### config.mk
export PLATFORM = sky130hd
export DESIGN_NAME = mmu_arbiter_flat
export DESIGN_NICKNAME = d
export VERILOG_FILES = /design/src/rtl/mmu_arbiter_if.sv /design/src/rtl/mmu_arbiter.sv /design/src/flat_wrapper.sv
export SDC_FILE = /design/constraint.sdc
export NUM_CORES = 1
export LEC_CHECK = 0
export ABC_AREA = 1
export CORE_ASPECT_RATIO = 1.4
export CORE_MARGIN = 3
export CORE_UTILIZATION = 40
export DETAILED_ROUTE_END_ITERATION = 16
export PLACE_DENSITY = 0.8
export SLEW_MARGIN = 20
export SYNTH_ARGS = -nofsm -noshare
export SYNTH_HDL_FRONTEND = slang
export SYNTH_SLANG_ARGS = --single-unit
export TNS_END_PERCENT = 100
### constraint.sdc
create_clock -name clk -period 8.9 [get_ports clk]
set_clock_uncertainty 0.1 [all_clocks]
set_input_delay 0.89 -clock clk [delete_from_list [all_inputs] [get_ports clk]]
set_output_delay 0.89 -clock clk [all_outputs]
set_load 0.02 [all_outputs]
### src/rtl/mmu_arbiter_if.sv
// Request, TLB and system-bus signal bundle for mmu_arbiter.
// slave is the arbiter's view; master is the view of whatever drives it.
interface mmu_arbiter_if #(
  parameter int NUM_PORTS = 2,
  parameter int ADDR_W    = 32,
  parameter int DATA_W    = 32,
  parameter int SEL_W     = DATA_W / 8
);
  logic [NUM_PORTS-1:0]        req_ce_i;
  logic [NUM_PORTS-1:0]        req_we_i;
  logic [NUM_PORTS*ADDR_W-1:0] req_addr_i;
  logic [NUM_PORTS*DATA_W-1:0] req_wdata_i;
  logic [NUM_PORTS*SEL_W-1:0]  req_sel_i;
  logic [DATA_W-1:0]           rdata_o;
  logic [NUM_PORTS-1:0]        ack_o;
  logic [NUM_PORTS-1:0]        stall_req_o;

  logic                        tlb_ce_o;
  logic                        tlb_write_o;
  logic [ADDR_W-1:0]           tlb_vaddr_o;
  logic [ADDR_W-1:0]           tlb_paddr_i;
  logic [15:0]                 tlb_select_i;

  logic                        bus_ce_o;
  logic                        bus_we_o;
  logic [ADDR_W-1:0]           bus_addr_o;
  logic [DATA_W-1:0]           bus_wdata_o;
  logic [15:0]                 bus_select_o;
  logic [DATA_W-1:0]           bus_data_i;
  logic                        bus_ack_i;

  modport slave (
    input  req_ce_i, req_we_i, req_addr_i, req_wdata_i, req_sel_i,
    output rdata_o, ack_o, stall_req_o,
    output tlb_ce_o, tlb_write_o, tlb_vaddr_o,
    input  tlb_paddr_i, tlb_select_i,
    output bus_ce_o, bus_we_o, bus_addr_o, bus_wdata_o, bus_select_o,
    input  bus_data_i, bus_ack_i
  );

  modport master (
    output req_ce_i, req_we_i, req_addr_i, req_wdata_i, req_sel_i,
    input  rdata_o, ack_o, stall_req_o,
    input  tlb_ce_o, tlb_write_o, tlb_vaddr_o,
    output tlb_paddr_i, tlb_select_i,
    input  bus_ce_o, bus_we_o, bus_addr_o, bus_wdata_o, bus_select_o,
    output bus_data_i, bus_ack_i
  );
endinterface

### src/rtl/mmu_arbiter.sv
// N-port arbiter: TLB translation, then bus read/write with read-merge-write for partial stores.
// Define MMU_ARB_RR_EN for round-robin grant; otherwise highest index wins.
module mmu_arbiter #(
  parameter int NUM_PORTS = 2,
  parameter int ADDR_W    = 32,
  parameter int DATA_W    = 32,
  parameter int SEL_W     = DATA_W / 8
) (
  input  logic           clk,
  input  logic           rst,
  mmu_arbiter_if.slave   io
);
  localparam int IDX_W = (NUM_PORTS > 1) ? $clog2(NUM_PORTS) : 1;

  typedef enum logic [1:0] {IDLE, XLATE, READ, WRITE} state_t;

  state_t               state_q, state_d;
  logic [IDX_W-1:0]     grant_q, grant_d;
  logic [DATA_W-1:0]    wdata_q, wdata_d;
  logic [SEL_W-1:0]     sel_q, sel_d;
  logic                 tlb_ce_q, tlb_ce_d;
  logic                 tlb_write_q, tlb_write_d;
  logic [ADDR_W-1:0]    tlb_vaddr_q, tlb_vaddr_d;
  logic                 bus_ce_q, bus_ce_d;
  logic                 bus_we_q, bus_we_d;
  logic [ADDR_W-1:0]    bus_addr_q, bus_addr_d;
  logic [DATA_W-1:0]    bus_wdata_q, bus_wdata_d;
  logic [15:0]          bus_select_q, bus_select_d;
  logic [DATA_W-1:0]    rdata_q, rdata_d;
  logic [NUM_PORTS-1:0] ack_q, ack_d;

  logic [NUM_PORTS-1:0] eligible;
  logic                 gnt_any;
  logic [IDX_W-1:0]     gnt_idx;
  logic [DATA_W-1:0]    merged;

`ifdef MMU_ARB_RR_EN
  logic [IDX_W-1:0]     last_q, last_d;
  int                   rr_idx;
`endif

  // A port acked this cycle is excluded so it cannot be served twice.
  assign eligible = io.req_ce_i & ~ack_q;

  always_comb begin
    gnt_any = 1'b0;
    gnt_idx = '0;
`ifdef MMU_ARB_RR_EN
    rr_idx  = 0;
    // Descending distance so the nearest port after last_q wins.
    for (int k = NUM_PORTS; k >= 1; k--) begin
      rr_idx = (int'(last_q) + k) % NUM_PORTS;
      if (eligible[IDX_W'(rr_idx)]) begin
        gnt_any = 1'b1;
        gnt_idx = IDX_W'(rr_idx);
      end
    end
`else
    for (int i = 0; i < NUM_PORTS; i++) begin
      if (eligible[i]) begin
        gnt_any = 1'b1;
        gnt_idx = IDX_W'(i);
      end
    end
`endif
  end

  for (genvar gi = 0; gi < SEL_W; gi++) begin : g_merge
    assign merged[gi*8 +: 8] = sel_q[gi] ? wdata_q[gi*8 +: 8] : io.bus_data_i[gi*8 +: 8];
  end

  always_comb begin
    state_d      = state_q;
    grant_d      = grant_q;
    wdata_d      = wdata_q;
    sel_d        = sel_q;
    tlb_ce_d     = tlb_ce_q;
    tlb_write_d  = tlb_write_q;
    tlb_vaddr_d  = tlb_vaddr_q;
    bus_ce_d     = bus_ce_q;
    bus_we_d     = bus_we_q;
    bus_addr_d   = bus_addr_q;
    bus_wdata_d  = bus_wdata_q;
    bus_select_d = bus_select_q;
    rdata_d      = rdata_q;
    ack_d        = '0;
`ifdef MMU_ARB_RR_EN
    last_d       = last_q;
`endif
    case (state_q)
      IDLE: begin
        if (gnt_any) begin
          grant_d     = gnt_idx;
          tlb_write_d = io.req_we_i[gnt_idx];
          tlb_vaddr_d = io.req_addr_i[gnt_idx*ADDR_W +: ADDR_W];
          wdata_d     = io.req_wdata_i[gnt_idx*DATA_W +: DATA_W];
          sel_d       = io.req_sel_i[gnt_idx*SEL_W +: SEL_W];
          tlb_ce_d    = 1'b1;
          state_d     = XLATE;
`ifdef MMU_ARB_RR_EN
          last_d      = gnt_idx;
`endif
        end
      end
      XLATE: begin
        bus_addr_d   = io.tlb_paddr_i;
        bus_select_d = io.tlb_select_i;
        bus_ce_d     = 1'b1;
        tlb_ce_d     = 1'b0;
        if (tlb_write_q && (&sel_q)) begin
          bus_we_d    = 1'b1;
          bus_wdata_d = wdata_q;
          state_d     = WRITE;
        end else begin
          bus_we_d    = 1'b0;
          state_d     = READ;
        end
      end
      READ: begin
        if (io.bus_ack_i) begin
          if (!tlb_write_q) begin
            rdata_d         = io.bus_data_i;
            ack_d[grant_q]  = 1'b1;
            bus_ce_d        = 1'b0;
            state_d         = IDLE;
          end else begin
            bus_wdata_d = merged;
            bus_we_d    = 1'b1;
            state_d     = WRITE;
          end
        end
      end
      WRITE: begin
        if (io.bus_ack_i) begin
          ack_d[grant_q] = 1'b1;
          bus_ce_d       = 1'b0;
          bus_we_d       = 1'b0;
          state_d        = IDLE;
        end
      end
      default: state_d = IDLE;
    endcase
  end

  always_ff @(posedge clk or posedge rst) begin
    if (rst) begin
      state_q      <= IDLE;
      grant_q      <= '0;
      wdata_q      <= '0;
      sel_q        <= '0;
      tlb_ce_q     <= 1'b0;
      tlb_write_q  <= 1'b0;
      tlb_vaddr_q  <= '0;
      bus_ce_q     <= 1'b0;
      bus_we_q     <= 1'b0;
      bus_addr_q   <= '0;
      bus_wdata_q  <= '0;
      bus_select_q <= '0;
      rdata_q      <= '0;
      ack_q        <= '0;
`ifdef MMU_ARB_RR_EN
      last_q       <= IDX_W'(NUM_PORTS - 1);
`endif
    end else begin
      state_q      <= state_d;
      grant_q      <= grant_d;
      wdata_q      <= wdata_d;
      sel_q        <= sel_d;
      tlb_ce_q     <= tlb_ce_d;
      tlb_write_q  <= tlb_write_d;
      tlb_vaddr_q  <= tlb_vaddr_d;
      bus_ce_q     <= bus_ce_d;
      bus_we_q     <= bus_we_d;
      bus_addr_q   <= bus_addr_d;
      bus_wdata_q  <= bus_wdata_d;
      bus_select_q <= bus_select_d;
      rdata_q      <= rdata_d;
      ack_q        <= ack_d;
`ifdef MMU_ARB_RR_EN
      last_q       <= last_d;
`endif
    end
  end

  assign io.rdata_o      = rdata_q;
  assign io.ack_o        = ack_q;
  assign io.stall_req_o  = io.req_ce_i & ~ack_q;
  assign io.tlb_ce_o     = tlb_ce_q;
  assign io.tlb_write_o  = tlb_write_q;
  assign io.tlb_vaddr_o  = tlb_vaddr_q;
  assign io.bus_ce_o     = bus_ce_q;
  assign io.bus_we_o     = bus_we_q;
  assign io.bus_addr_o   = bus_addr_q;
  assign io.bus_wdata_o  = bus_wdata_q;
  assign io.bus_select_o = bus_select_q;
endmodule

### src/flat_wrapper.sv
// flat-port wrapper written by rule: the top's interface ports become plain ports
module mmu_arbiter_flat 
#(
  parameter int NUM_PORTS = 2,
  parameter int ADDR_W    = 32,
  parameter int DATA_W    = 32,
  parameter int SEL_W     = DATA_W / 8
)
  (clk, rst, io_req_ce_i, io_req_we_i, io_req_addr_i, io_req_wdata_i, io_req_sel_i, io_rdata_o, io_ack_o, io_stall_req_o, io_tlb_ce_o, io_tlb_write_o, io_tlb_vaddr_o, io_tlb_paddr_i, io_tlb_select_i, io_bus_ce_o, io_bus_we_o, io_bus_addr_o, io_bus_wdata_o, io_bus_select_o, io_bus_data_i, io_bus_ack_i);
  mmu_arbiter_if #(.NUM_PORTS(NUM_PORTS), .ADDR_W(ADDR_W), .DATA_W(DATA_W), .SEL_W(SEL_W)) io_i ();
  input  logic clk;
  input  logic rst;
  input wire logic [$bits(io_i.req_ce_i)-1:0] io_req_ce_i;
  input wire logic [$bits(io_i.req_we_i)-1:0] io_req_we_i;
  input wire logic [$bits(io_i.req_addr_i)-1:0] io_req_addr_i;
  input wire logic [$bits(io_i.req_wdata_i)-1:0] io_req_wdata_i;
  input wire logic [$bits(io_i.req_sel_i)-1:0] io_req_sel_i;
  output wire logic [$bits(io_i.rdata_o)-1:0] io_rdata_o;
  output wire logic [$bits(io_i.ack_o)-1:0] io_ack_o;
  output wire logic [$bits(io_i.stall_req_o)-1:0] io_stall_req_o;
  output wire logic [$bits(io_i.tlb_ce_o)-1:0] io_tlb_ce_o;
  output wire logic [$bits(io_i.tlb_write_o)-1:0] io_tlb_write_o;
  output wire logic [$bits(io_i.tlb_vaddr_o)-1:0] io_tlb_vaddr_o;
  input wire logic [$bits(io_i.tlb_paddr_i)-1:0] io_tlb_paddr_i;
  input wire logic [$bits(io_i.tlb_select_i)-1:0] io_tlb_select_i;
  output wire logic [$bits(io_i.bus_ce_o)-1:0] io_bus_ce_o;
  output wire logic [$bits(io_i.bus_we_o)-1:0] io_bus_we_o;
  output wire logic [$bits(io_i.bus_addr_o)-1:0] io_bus_addr_o;
  output wire logic [$bits(io_i.bus_wdata_o)-1:0] io_bus_wdata_o;
  output wire logic [$bits(io_i.bus_select_o)-1:0] io_bus_select_o;
  input wire logic [$bits(io_i.bus_data_i)-1:0] io_bus_data_i;
  input wire logic [$bits(io_i.bus_ack_i)-1:0] io_bus_ack_i;
  assign io_i.req_ce_i = io_req_ce_i;
  assign io_i.req_we_i = io_req_we_i;
  assign io_i.req_addr_i = io_req_addr_i;
  assign io_i.req_wdata_i = io_req_wdata_i;
  assign io_i.req_sel_i = io_req_sel_i;
  assign io_rdata_o = io_i.rdata_o;
  assign io_ack_o = io_i.ack_o;
  assign io_stall_req_o = io_i.stall_req_o;
  assign io_tlb_ce_o = io_i.tlb_ce_o;
  assign io_tlb_write_o = io_i.tlb_write_o;
  assign io_tlb_vaddr_o = io_i.tlb_vaddr_o;
  assign io_i.tlb_paddr_i = io_tlb_paddr_i;
  assign io_i.tlb_select_i = io_tlb_select_i;
  assign io_bus_ce_o = io_i.bus_ce_o;
  assign io_bus_we_o = io_i.bus_we_o;
  assign io_bus_addr_o = io_i.bus_addr_o;
  assign io_bus_wdata_o = io_i.bus_wdata_o;
  assign io_bus_select_o = io_i.bus_select_o;
  assign io_i.bus_data_i = io_bus_data_i;
  assign io_i.bus_ack_i = io_bus_ack_i;
  mmu_arbiter #(.NUM_PORTS(NUM_PORTS), .ADDR_W(ADDR_W), .DATA_W(DATA_W), .SEL_W(SEL_W)) u_core (.clk(clk), .rst(rst), .io(io_i));
endmodule
## After elaboration in Yosys (flattened, before gate mapping)

Cells that the tools add are included.

| storage, ports and cells | value |
|---|---|
| logic and storage cells | 81 |
| output and inout bits | 152 |
| register bits | 189 |
| bits of input ports | 223 |

| cells by class | value |
|---|---|
| reductions and logical operators | 14 |
| eq/ne operators | 9 |
| order comparisons | 3 |
| bitwise gates (word level) | 3 |
| multiplexer cells | 35 |
| shift-type cells | 3 |

Operators by type and width:

| kind | count |
|---|---|
| $shiftx A64 B7 Y32 | 2 |
| $mux W32 | 3 |
| $pmux W32 S2 | 1 |
| $mux W8 | 4 |
| $reduce_and A4 Y1 | 4 |
| $mux W1 | 14 |
| $mux W2 | 7 |
| $pmux W2 S4 | 1 |
| $shiftx A8 B4 Y4 | 1 |
| $ne A2 B1 Y1 const B | 3 |
| $ne A2 B2 Y1 const B | 3 |
| $pmux W1 S3 | 2 |
| $reduce_and A3 Y1 | 2 |
| $eq A2 B2 Y1 const B | 2 |
| $lt A1 B2 Y1 const B | 2 |
| $pmux W2 S2 | 1 |
| $reduce_and A2 Y1 | 2 |
| $reduce_bool A2 Y1 | 2 |
| $reduce_bool A3 Y1 | 1 |
| $and A2 B2 Y2 | 1 |
| $eq A2 B1 Y1 const B | 1 |
| $logic_and A1 B1 Y1 | 2 |
| $logic_not A2 Y1 | 1 |
| $not A2 Y2 | 1 |
| other kinds (4) | 4 |

## Longest topological paths before layout

| depth | value |
|---|---|
| depth after elaboration | 7 |
| gate-level depth with buffers | 8 |
| mapped depth without buffers | 7 |

## Least setup slack after synthesis

Ideal clock, no wire load.

| timing | value |
|---|---|
| path kind | input port to output port |
| from | input port io_req_ce_i[1] |
| to | output port io_stall_req_o[1] |
| setup slack | 6,290 ps |
| arrival time | 1,620 ps |
| required time | 7,910 ps |
| stages on the path | 4 |
| path buffers | 2 |
| cell sequence | nand2_1 inv_2 clkbuf_1 buf_4 |

| between the ends | value |
|---|---|
| longest elaborated chain between the ends | 1 |

RTL lines:

| item | line | text |
|---|---|---|
| from (decl) | flat_wrapper.sv:13 | `input wire logic [$bits(io_i.req_ce_i)-1:0] io_req_ce_i;` |
| $and A2 B2 Y2 | mmu_arbiter.sv:187 | `assign io.stall_req_o = io.req_ce_i & ~ack_q;` |
| to (decl) | flat_wrapper.sv:20 | `output wire logic [$bits(io_i.stall_req_o)-1:0] io_stall_req_o;` |

No other way between the ends.

## Worst setup path in the final report

Same ends and word-level chain as after synthesis.

==> results.md <==
- Outcome: completed
- Congestion Overflow GR: 0
- Initial antenna violation count: 0
- Fill cell count: 1889
- Startpoint class of the critical path: input pin
- Via count: 8789
- Die area: 0.0241 sq mm
- Syn avg cell area: 7.13 sq um
- Root Driver: clkbuf_16
- Post-Syn Nets: 1469
- Post-CTS Setup Inserts: 0
- GRT Util Overall: 23.4%
- CP peak stage delay: 580 ps
- CTS hold repair buffers: 0
- Number of global-route vias before repair: 8545
- Number of buffers created by CTS: 17
- Most Frequent Cell on Critical Path: clkdlybuf4s50_1
- H-tree depth: 4
- Critical Path AT: 2610 ps
- Die Width: 132 microns
- Starting Density: 41.3%
- Clk_lat worst skew: 440 ps
- Worst Tran Pin Value: 999 ps
- Remaining DRCs: 0
- Share of cells above drive strength 1: 3.39%
- Pwr dens: 336 mW/mm^2
- Vias per cell: 4.66
- FMAX: 0.278 GHz
- Met2 Track Usage GR: 42.9%
- Met3 usage: 5.96%
- Post-route minimum period: 3600 ps
- Fin. max-slew vios: 0
- Warnings from Yosys: 0
- Synthesized flop and latch total: 189
- P_int: 0.00258 W
- CP max stage cell: buf_4
- Critical Path Fanout Max: 73
- Nets: 1804
- Port bufs: 374
- Setup repair after global routing missed its margin: false
- Post-CTS resize count: 0
- Max IR drop VDD: 145 uV
- Longest Clk Path Bufs: 2
- M1 GR Usage: 26.2%
- Fin Hold WS: 367 ps
- Sink Count: 189
- Number of max-cap violations: 0
- Area of the core: 0.0215 sq mm
- Router iterations before antenna repair: 8
- Fin Setup TNS: 0 ps
- CTS tree: built
- Placed insts: 1853
- Row cnt: 63
- CP delay by family, top: buffers and inverters
- GP Congestion: 0.868
- Seq pwr share: 33.9%
- Number of routed nets with antenna violations: 0
- HP Class: flip-flop to flip-flop
- HPWL Detailed: 20700 microns
- Crit-path cells: clkdlybuf4s50_1 -> nand2_2 -> buf_4 -> inv_2 -> clkdlybuf4s50_1
- Psw: 0.00191 W
- CP Class: input pin to output pin
- IO Pins: 375
- Buf+Inv Stages, Crit Path: 4
- Die Y: 182 microns
- Post-synth cell types: 21
- Combinational fraction of design power: 49.9%
- Crit. End Element: output pin
- Register area share after synthesis: 53.2%
- Global-route wire length before repair: 45000 microns
- Gr busiest metal: met2
- Fin crit share: 40.4%
- Max-slew headroom: 33.2%
- LEAKAGE: 6.95 nW
- WL final: 28400 microns
- Antenna Cells: 0
- Final Setup Violations: 0
- Clock-pin slew on the worst setup and hold paths: 70 ps
- Clk pwr share: 16.1%
- Critical path required time: 7910 ps
- Iteration-0 DRC count of the detailed router: 496
- Final Instance Count excl. Fillers: 1886
- Synthesized cell area: 0.00888 sq mm
- Sw Share: 42.6%
- Final Hold Fails: 0
- Largest net degree at the start of global routing: 112
- DR WL/cell: 15.0 microns
- Cells after synthesis: 1246
- Layout area overhead: 50.3%
[area by class of cell]
type	count	area (sq um)	share of cell area, %
clock buffer	18	429	3.21
clock inverter	14	125	0.937
inverter	49	191	1.43
multi-input combinational	943	3700	27.7
sequential	189	4730	35.4
tap	292	365	2.74
timing repair buffer	381	3820	28.6
[final timing paths]
path / startpoint / slack, ps / cells past startpoint / end
max: io_req_ce_i[1] / 5300 / 5 / io_stall_req_o[1]
min: u_core.grant_q$_DFFE_PP0P_ / 370 / 1 / u_core.io.ack_o[0]$_DFF_PP0_
max reg2reg: u_core.state_q[0]$_DFFE_PP0P_ / 5820 / 6 / u_core.io.bus_wdata_o[8]$_DFFE_PP0P_
min reg2reg: u_core.grant_q$_DFFE_PP0P_ / 370 / 1 / u_core.io.ack_o[0]$_DFF_PP0_
max in group asynchronous: rst / 6240 / 3 / u_core.io.bus_addr_o[14]$_DFFE_PP0P_
min in group asynchronous: rst / 900 / 2 / u_core.io.bus_addr_o[20]$_DFFE_PP0P_
[routing by layer]
layer | share of wire, % | up-vias | wire [microns]
met1 | 39 | 3997 | 10900
met2 | 52 | 316 | 14700
met5 | 0 | - | 0
li1 | - | 4435 | -
met3 | 6.9 | 41 | 1970
met4 | 2.8 | 0 | 782
[sequential cells by signal, indices dropped and copies added, names as in the netlist]
register and count:
u_core.io.bus_wdata_o 32, u_core.io.bus_select_o 16, u_core.state_q 2, u_core.io.tlb_ce_o 1
u_core.wdata_q 32, u_core.grant_q 1, u_core.io.ack_o 2, u_core.io.rdata_o 32
u_core.io.bus_ce_o 1, u_core.io.bus_we_o 1, u_core.io.bus_addr_o 32, u_core.io.tlb_write_o 1
u_core.io.tlb_vaddr_o 32, u_core.sel_q 4
[cells in the final DEF, fill, tap and decap left out]
cell,instances
o211ai_1,1
inv_2,4
clkinv_4,3
clkdlybuf4s50_1,374
buf_4,6
clkinvlp_4,3
o21ai_0,9
a21oi_4,1
nor3_1,1
inv_8,5
clkbuf_1,1
inv_6,3
nand2_1,852
clkinv_1,4
nor2_1,1
o21ai_1,32
nand3_2,3
nand3_1,34
buf_16,1
nor2_4,1
inv_1,40
nor3b_1,1
clkinv_2,1
dfrtp_1,189
nor2_2,1
clkbuf_16,17
nand2_2,5
o22ai_1,1
[metrics by stage]
step	setup slack [ps]	instance area, sq um	total power [W]	util, %
global route	5190	13400	0.00482	62.1
global placement	5220	12800	0.00373	59.4
floorplan	2770	8880	0.00275	-
detailed placement	5170	12800	0.00379	59.4
finish	5300	13400	0.00449	62.1
CTS	5140	13300	0.00453	61.9
[worst reg2reg max path: stages, from the launching register on]
cell	delay [ps]
dfrtp_1	430
inv_2	100
nor2_4	460
nand3_2	820
nand2_2	870
nand2_1	140
nand2_1	90
[synth_stat cells]
cell type / number / area share (%)
dfrtp_1: 189 / 53
nor2_1: 1 / 0.042
nand2_1: 854 / 36
inv_1: 41 / 1.7
buf_2: 28 / 1.6
nand2_2: 3 / 0.21
a21oi_1: 1 / 0.056
clkinv_1: 4 / 0.17
buf_1: 4 / 0.17
nor3b_1: 1 / 0.085
nor3_1: 1 / 0.056
nand3_1: 35 / 2.0
o22ai_1: 1 / 0.070
o21ai_1: 32 / 1.8
nand3_2: 2 / 0.23
inv_2: 4 / 0.17
o21ai_0: 9 / 0.51
clkbuf_1: 28 / 1.2
nor2_2: 2 / 0.14
buf_4: 5 / 0.42
o211ai_1: 1 / 0.085
[cell families after synthesis]
logic type	count (synthesis)	share of synthesized area, %
AO/OA/AOI/OAI	44	2.52
buffers and inverters	114	5.42
flip-flops	189	53.2
AND/OR/NAND/NOR	899	38.8
[power groups by stage]
stage                     Clock, W  Combinational [W]  Sequential [W]
after floorplan                  0           0.000881         0.00187
after global placement           0            0.00222         0.00152
after detailed placement         0            0.00225         0.00153
after CTS                 0.000740            0.00226         0.00152
after global routing      0.000773            0.00247         0.00158
final                     0.000724            0.00224         0.00152
No activity file was read; power rests on OpenSTA's default activity.
